**config.mk**
```make
export PLATFORM = sky130hd
export DESIGN_NAME = fsk_tx_sequencer
export DESIGN_NICKNAME = d
export VERILOG_FILES = /design/src/rtl/fsk_tx_sequencer.sv
export SDC_FILE = /design/constraint.sdc
export NUM_CORES = 1
export LEC_CHECK = 0
export BUFFER_PORTS_ARGS = -buffer_cell sky130_fd_sc_hd__buf_2
export CORE_ASPECT_RATIO = 0.5
export CORE_UTILIZATION = 50
export DETAILED_ROUTE_END_ITERATION = 8
export PLACE_DENSITY_LB_ADDON = 0.15
export SYNTH_ARGS = -nofsm -noshare
export SYNTH_HDL_FRONTEND = slang
export SYNTH_SLANG_ARGS = --single-unit
```
**constraint.sdc**
```tcl
create_clock -name clk -period 2.5 [get_ports clk]
set_input_delay 0.25 -clock clk [delete_from_list [all_inputs] [get_ports clk]]
set_output_delay 0.25 -clock clk [all_outputs]
set_load 0.02 [all_outputs]
```
**src/rtl/fsk_tx_sequencer.sv**
```systemverilog
// Queues Hamming codewords and serialises each one as sync + 11 data bits (MSB first) + idle gap.
// One bit per BIT_CYCLES clocks; push-to-first-sync-bit is 2 clocks; ready drops when the queue is full.
module fsk_tx_sequencer #(
   parameter int         BIT_CYCLES = 4,
   parameter int         SYNC_LEN   = 4,
   parameter logic [7:0] SYNC_PAT   = 8'b0000_1101,
   parameter int         DEPTH      = 4,
   parameter int         GAP_BITS   = 1
) (
   input  logic        clk,
   input  logic        reset,
   input  logic [10:0] code,
   input  logic        send,
   output logic        tx_bit,
   output logic        tx_en,
   output logic        bit_strobe,
   output logic        frame_done,
   output logic        busy,
   output logic        ready,
   output logic        overflow
);
   localparam int CW      = (BIT_CYCLES > 1) ? $clog2(BIT_CYCLES) : 1;
   localparam int PW      = $clog2(DEPTH);
   localparam int GAP_CYC = (GAP_BITS > 0) ? GAP_BITS * BIT_CYCLES : 1;
   localparam int GW      = (GAP_CYC > 1) ? $clog2(GAP_CYC) : 1;

   localparam logic [CW-1:0] CYC_LAST   = CW'(BIT_CYCLES - 1);
   localparam logic [GW-1:0] GAP_LAST   = GW'(GAP_CYC - 1);
   localparam logic [3:0]    SYNC_FIRST = 4'(SYNC_LEN - 1);
   localparam logic [PW:0]   FULL_CNT   = (PW+1)'(DEPTH);

   typedef enum logic [2:0] {IDLE, LOAD, SYNC, DATA, GAP} state_t;

   state_t        state_q;
   logic [CW-1:0] cyc_q;
   logic [3:0]    idx_q;
   logic [10:0]   sr_q;
   logic [GW-1:0] gap_q;
   logic          tx_bit_q;
   logic          tx_en_q;
   logic          strobe_q;
   logic          done_q;

   logic          send_q;
   logic          ovf_q;
   logic [10:0]   mem_q [DEPTH];
   logic [PW-1:0] wr_q;
   logic [PW-1:0] rd_q;
   logic [PW:0]   cnt_q;

   logic          push_req;
   logic          pop;
   logic          full;
   logic          push_ok;
   logic          cyc_wrap;
   logic [2:0]    sync_nxt;

   assign push_req = send & ~send_q;
   assign pop      = (state_q == LOAD);
   assign full     = (cnt_q == FULL_CNT);
   // A full queue still takes a word when the head leaves on the same edge.
   assign push_ok  = push_req & (~full | pop);
   assign cyc_wrap = (cyc_q == CYC_LAST);
   assign sync_nxt = idx_q[2:0] - 3'd1;

   assign tx_bit     = tx_bit_q;
   assign tx_en      = tx_en_q;
   assign bit_strobe = strobe_q;
   assign frame_done = done_q;
   assign busy       = (state_q != IDLE);
   assign ready      = ~full;
   assign overflow   = ovf_q;

   always_ff @(posedge clk) begin
      if (push_ok) begin
         mem_q[wr_q] <= code;
      end
   end

   always_ff @(posedge clk or negedge reset) begin
      if (!reset) begin
         send_q <= 1'b0;
         ovf_q  <= 1'b0;
         wr_q   <= '0;
         rd_q   <= '0;
         cnt_q  <= '0;
      end else begin
         send_q <= send;
         if (push_ok) begin
            wr_q <= wr_q + PW'(1);
         end
         if (pop) begin
            rd_q <= rd_q + PW'(1);
         end
         if (push_req && full && !pop) begin
            ovf_q <= 1'b1;
         end
         if (push_ok && !pop) begin
            cnt_q <= cnt_q + (PW+1)'(1);
         end else if (pop && !push_ok) begin
            cnt_q <= cnt_q - (PW+1)'(1);
         end
      end
   end

   // Outputs are registered: each branch sets them for the cycle the next state covers.
   always_ff @(posedge clk or negedge reset) begin
      if (!reset) begin
         state_q  <= IDLE;
         cyc_q    <= '0;
         idx_q    <= '0;
         sr_q     <= '0;
         gap_q    <= '0;
         tx_en_q  <= 1'b0;
         tx_bit_q <= 1'b0;
         strobe_q <= 1'b0;
         done_q   <= 1'b0;
      end else begin
         strobe_q <= 1'b0;
         done_q   <= 1'b0;
         case (state_q)
            IDLE: begin
               tx_en_q  <= 1'b0;
               tx_bit_q <= 1'b0;
               if (cnt_q != '0) begin
                  state_q <= LOAD;
               end
            end
            LOAD: begin
               sr_q     <= mem_q[rd_q];
               idx_q    <= SYNC_FIRST;
               cyc_q    <= '0;
               state_q  <= SYNC;
               tx_en_q  <= 1'b1;
               tx_bit_q <= SYNC_PAT[SYNC_LEN-1];
               strobe_q <= 1'b1;
            end
            SYNC: begin
               if (cyc_wrap) begin
                  cyc_q    <= '0;
                  strobe_q <= 1'b1;
                  if (idx_q == 4'd0) begin
                     state_q  <= DATA;
                     idx_q    <= 4'd10;
                     tx_bit_q <= sr_q[10];
                  end else begin
                     idx_q    <= idx_q - 4'd1;
                     tx_bit_q <= SYNC_PAT[sync_nxt];
                  end
               end else begin
                  cyc_q <= cyc_q + CW'(1);
               end
            end
            DATA: begin
               if (cyc_wrap) begin
                  cyc_q <= '0;
                  if (idx_q == 4'd0) begin
                     tx_en_q  <= 1'b0;
                     tx_bit_q <= 1'b0;
                     if (GAP_BITS > 0) begin
                        state_q <= GAP;
                        gap_q   <= '0;
                     end else if (cnt_q != '0) begin
                        state_q <= LOAD;
                     end else begin
                        state_q <= IDLE;
                     end
                  end else begin
                     sr_q     <= {sr_q[9:0], 1'b0};
                     idx_q    <= idx_q - 4'd1;
                     tx_bit_q <= sr_q[9];
                     strobe_q <= 1'b1;
                     done_q   <= (BIT_CYCLES == 1) && (idx_q == 4'd1);
                  end
               end else begin
                  cyc_q  <= cyc_q + CW'(1);
                  done_q <= (idx_q == 4'd0) && ((cyc_q + CW'(1)) == CYC_LAST);
               end
            end
            GAP: begin
               if (gap_q == GAP_LAST) begin
                  gap_q   <= '0;
                  state_q <= (cnt_q != '0) ? LOAD : IDLE;
               end else begin
                  gap_q <= gap_q + GW'(1);
               end
            end
            default: begin
               state_q <= IDLE;
            end
         endcase
      end
   end
endmodule

```
==> reports/metrics.cfg <==
[status]
status=finished, final reports clean

[critical_path]
startpoint_type=flip-flop
ff2ff_path_depth=10
r2r-start=state_q[1]$_DFFE_PN0P_
crit_fanout=8
end_kind=flip-flop
r2r-end=cnt_q[2]$_DFFE_PN0P_
rrSetupSlack_ns=0.22
arrival_ns=2.53
cp.required_ns=2.75
criticalPathCategory=reg2reg

[yosys]
synth_nets=278
ys_ff_latch=79
avgSynthCellArea_um2=13.7
ys_seq_area_frac=0.634
synth_xor_area_frac=0.0177
synth_top_area_frac=0.381
synthAdderAreaFrac=0.0419
synthTopCellsByArea=edfxtp_1 38%, dfrtp_1 25%, mux4_2 7.1%
synth_top_family_by_area=simple AND/OR/NAND/NOR gates
synthMuxAreaShare=0.0747
synthArstFlopShare=0.443
yosys.area_share.simple=0.106
post_synth_inst_count=253
yosys.cell_types.count=49
yosys.area.top_type=edfxtp_1
synthFlopType=edfxtp_1
yosysWarnings=0
synth_area_mm2=0.00347
synth_edf_count=44
synth-compound-area-share=0.0888

[cts]
clk_latency_ns=0.33
clock_sinks=79
numCtsBuffers=9
htree_num_levels=3
post_cts_buffers=0
clk_path_buf_depth=2
cts_tree=yes
ctsHoldBuffers=0
cts.repair.resized=0
clk_pin_slew_ns=0.06
cts_root_buf=clkbuf_16

[timing]
slew_violations=0
finalHoldViolCount=0
clock.fmax_ghz=0.439
skew_ns=0.00636
rsz0062_at_grt=no
fin_crit_sh=0.912
tns_ns=0
maxSlewHeadroom=0.432
tightest_slew_ns=0.852
fin_crit_ns=2.28
setup_viol=0

[place]
dpl.cell_count=359
hpwl_um=3990
gp_congestion=0.765
placement.io_buffers=20

[global_routing]
antenna_found_initial=0
grt_pass1_vias=1983
track_usage=0.194
grt_first_pass_wirelength_um=10200
grt.overflow.total=0
grt_max_degree=36

[floorplanning]
rows=21
core_area_mm2=0.00670
ios=21
fp.dieH_um=60.9
die-area_mm2=0.00729
fp.dieW_um=120
start_util=0.517

[power]
ir_drop_mv=0.542
p_per_area_mw_per_mm2=1170
leakage_nw=1.55

[worst_hold_path]
hold_class=in2async

[drt]
vias_per_cell=5.38
antenna_left=0
first_pass_iters=4
wl_um=6110
drc=0
vias=2019
drtIter0Drc=125
wl_per_cell_um=16.3

[run]
drv_cap=0

[layout]
diodes=0
stdcell_count=375
final_cell_mix=44 x edfxtp_1, 35 x dfrtp_1, 30 x nand2_1
final_layout_size_suffix_gt1_frac=0.223
area_growth_pct=13.7
nets=303
final_common_cell=edfxtp_1

[cell usage after synthesis (2+ instances only)]
master and number:
and2b_2 2, buf_2 4, xnor2_1 5, buf_4 2
o21ai_0 9, xor2_1 2, o22ai_1 2, nor2_1 19
nand2_1 30, nand3_1 3, nor3_1 5, buf_6 3
ha_1 10, nand3b_1 2, edfxtp_1 44, clkbuf_1 2
o31ai_1 3, a31oi_1 12, dfrtp_1 35, a311oi_1 2
inv_1 11, nand2b_1 2, mux4_2 11, a21oi_1 3
nor2b_1 3, and2_1 4
[registers in the layout (all words and copies together), names as in the netlist]
| register | count |
|---|---|
| mem_q | 44 |
| sr_q | 11 |
| idx_q | 4 |
| cnt_q | 3 |
| state_q | 3 |
| cyc_q | 2 |
| gap_q | 2 |
| rd_q | 2 |
| wr_q | 2 |
| bit_strobe | 1 |
| frame_done | 1 |
| overflow | 1 |
| send_q | 1 |
| tx_bit | 1 |
| tx_en | 1 |
[cell families after synthesis]
family / count (synthesis)
AND/OR/NAND/NOR: 76
XOR/XNOR: 7
multiplexers: 12
flip-flops: 79
AO/OA/AOI/OAI: 44
adder cells (fa/ha/maj): 11
buffers and inverters: 24
[how the worst max path moves through the flow]
stage | start | end | slack [ns] | cells past startpoint
global placement | state_q[1]$_DFFE_PN0P_ | cnt_q[2]$_DFFE_PN0P_ | 0.36 | 10
detailed placement | state_q[1]$_DFFE_PN0P_ | cnt_q[2]$_DFFE_PN0P_ | 0.25 | 10
CTS | state_q[1]$_DFFE_PN0P_ | cnt_q[2]$_DFFE_PN0P_ | 0.24 | 10
finish | state_q[1]$_DFFE_PN0P_ | cnt_q[2]$_DFFE_PN0P_ | 0.22 | 10
global route | state_q[1]$_DFFE_PN0P_ | cnt_q[2]$_DFFE_PN0P_ | 0.01 | 10
floorplan | state_q[1]$_DFFE_PN0P_ | cnt_q[2]$_DFFE_PN0P_ | 0.33 | 11
[worst max-delay path, stage by stage (launching register included)]
cell and delay [ns]:
dfrtp_1 0.37, nand2b_4 0.14, nor2_2 0.16, inv_2 0.12, a31oi_4 0.31, ha_1 0.24
inv_1 0.06, fa_1 0.38, xor2_1 0.17, nor2_1 0.11, xor2_1 0.15
[report_power, final]
part | leakage, nW | switching [mW] | total (mW) | internal, mW
combinational | 0.594 | 0.788 | 1.40 | 0.612
clock | 0.143 | 0.512 | 1.29 | 0.778
sequential | 0.813 | 0.232 | 1.93 | 1.70
total | 1.55 | 1.53 | 4.62 | 3.08
[stage by stage]
stage	total power, mW	utilization	hold slack, ns	setup slack, ns	area [um^2]
after floorplan	3.03	-	-0.0456	0.329	3470
after global placement	3.30	0.544	0.367	0.363	3640
after detailed placement	3.36	0.544	0.380	0.246	3640
after CTS	4.66	0.588	0.0238	0.237	3940
after global routing	4.94	0.588	0.0395	0.0141	3940
final	4.62	0.588	0.00223	0.220	3940
[layer usage]
metal,share of wire,vias to the layer above,GRT usage
met5,0,-,0
met4,0.011,0,0.0750
met3,0.036,8,0.0592
met2,0.47,32,0.316
met1,0.48,1008,0.251
li1,-,971,-
[cell type report]
type / instances / area, um^2
Clock inverter: 6 / 68.8
Inverter: 12 / 45.0
Tap cell: 92 / 115
Clock buffer: 10 / 229
Sequential cell: 79 / 2200
Timing Repair Buffer: 26 / 145
Fill cell: 547 / 2760
Multi-Input combinational cell: 150 / 1140
Power figures use the tool's default switching activity.
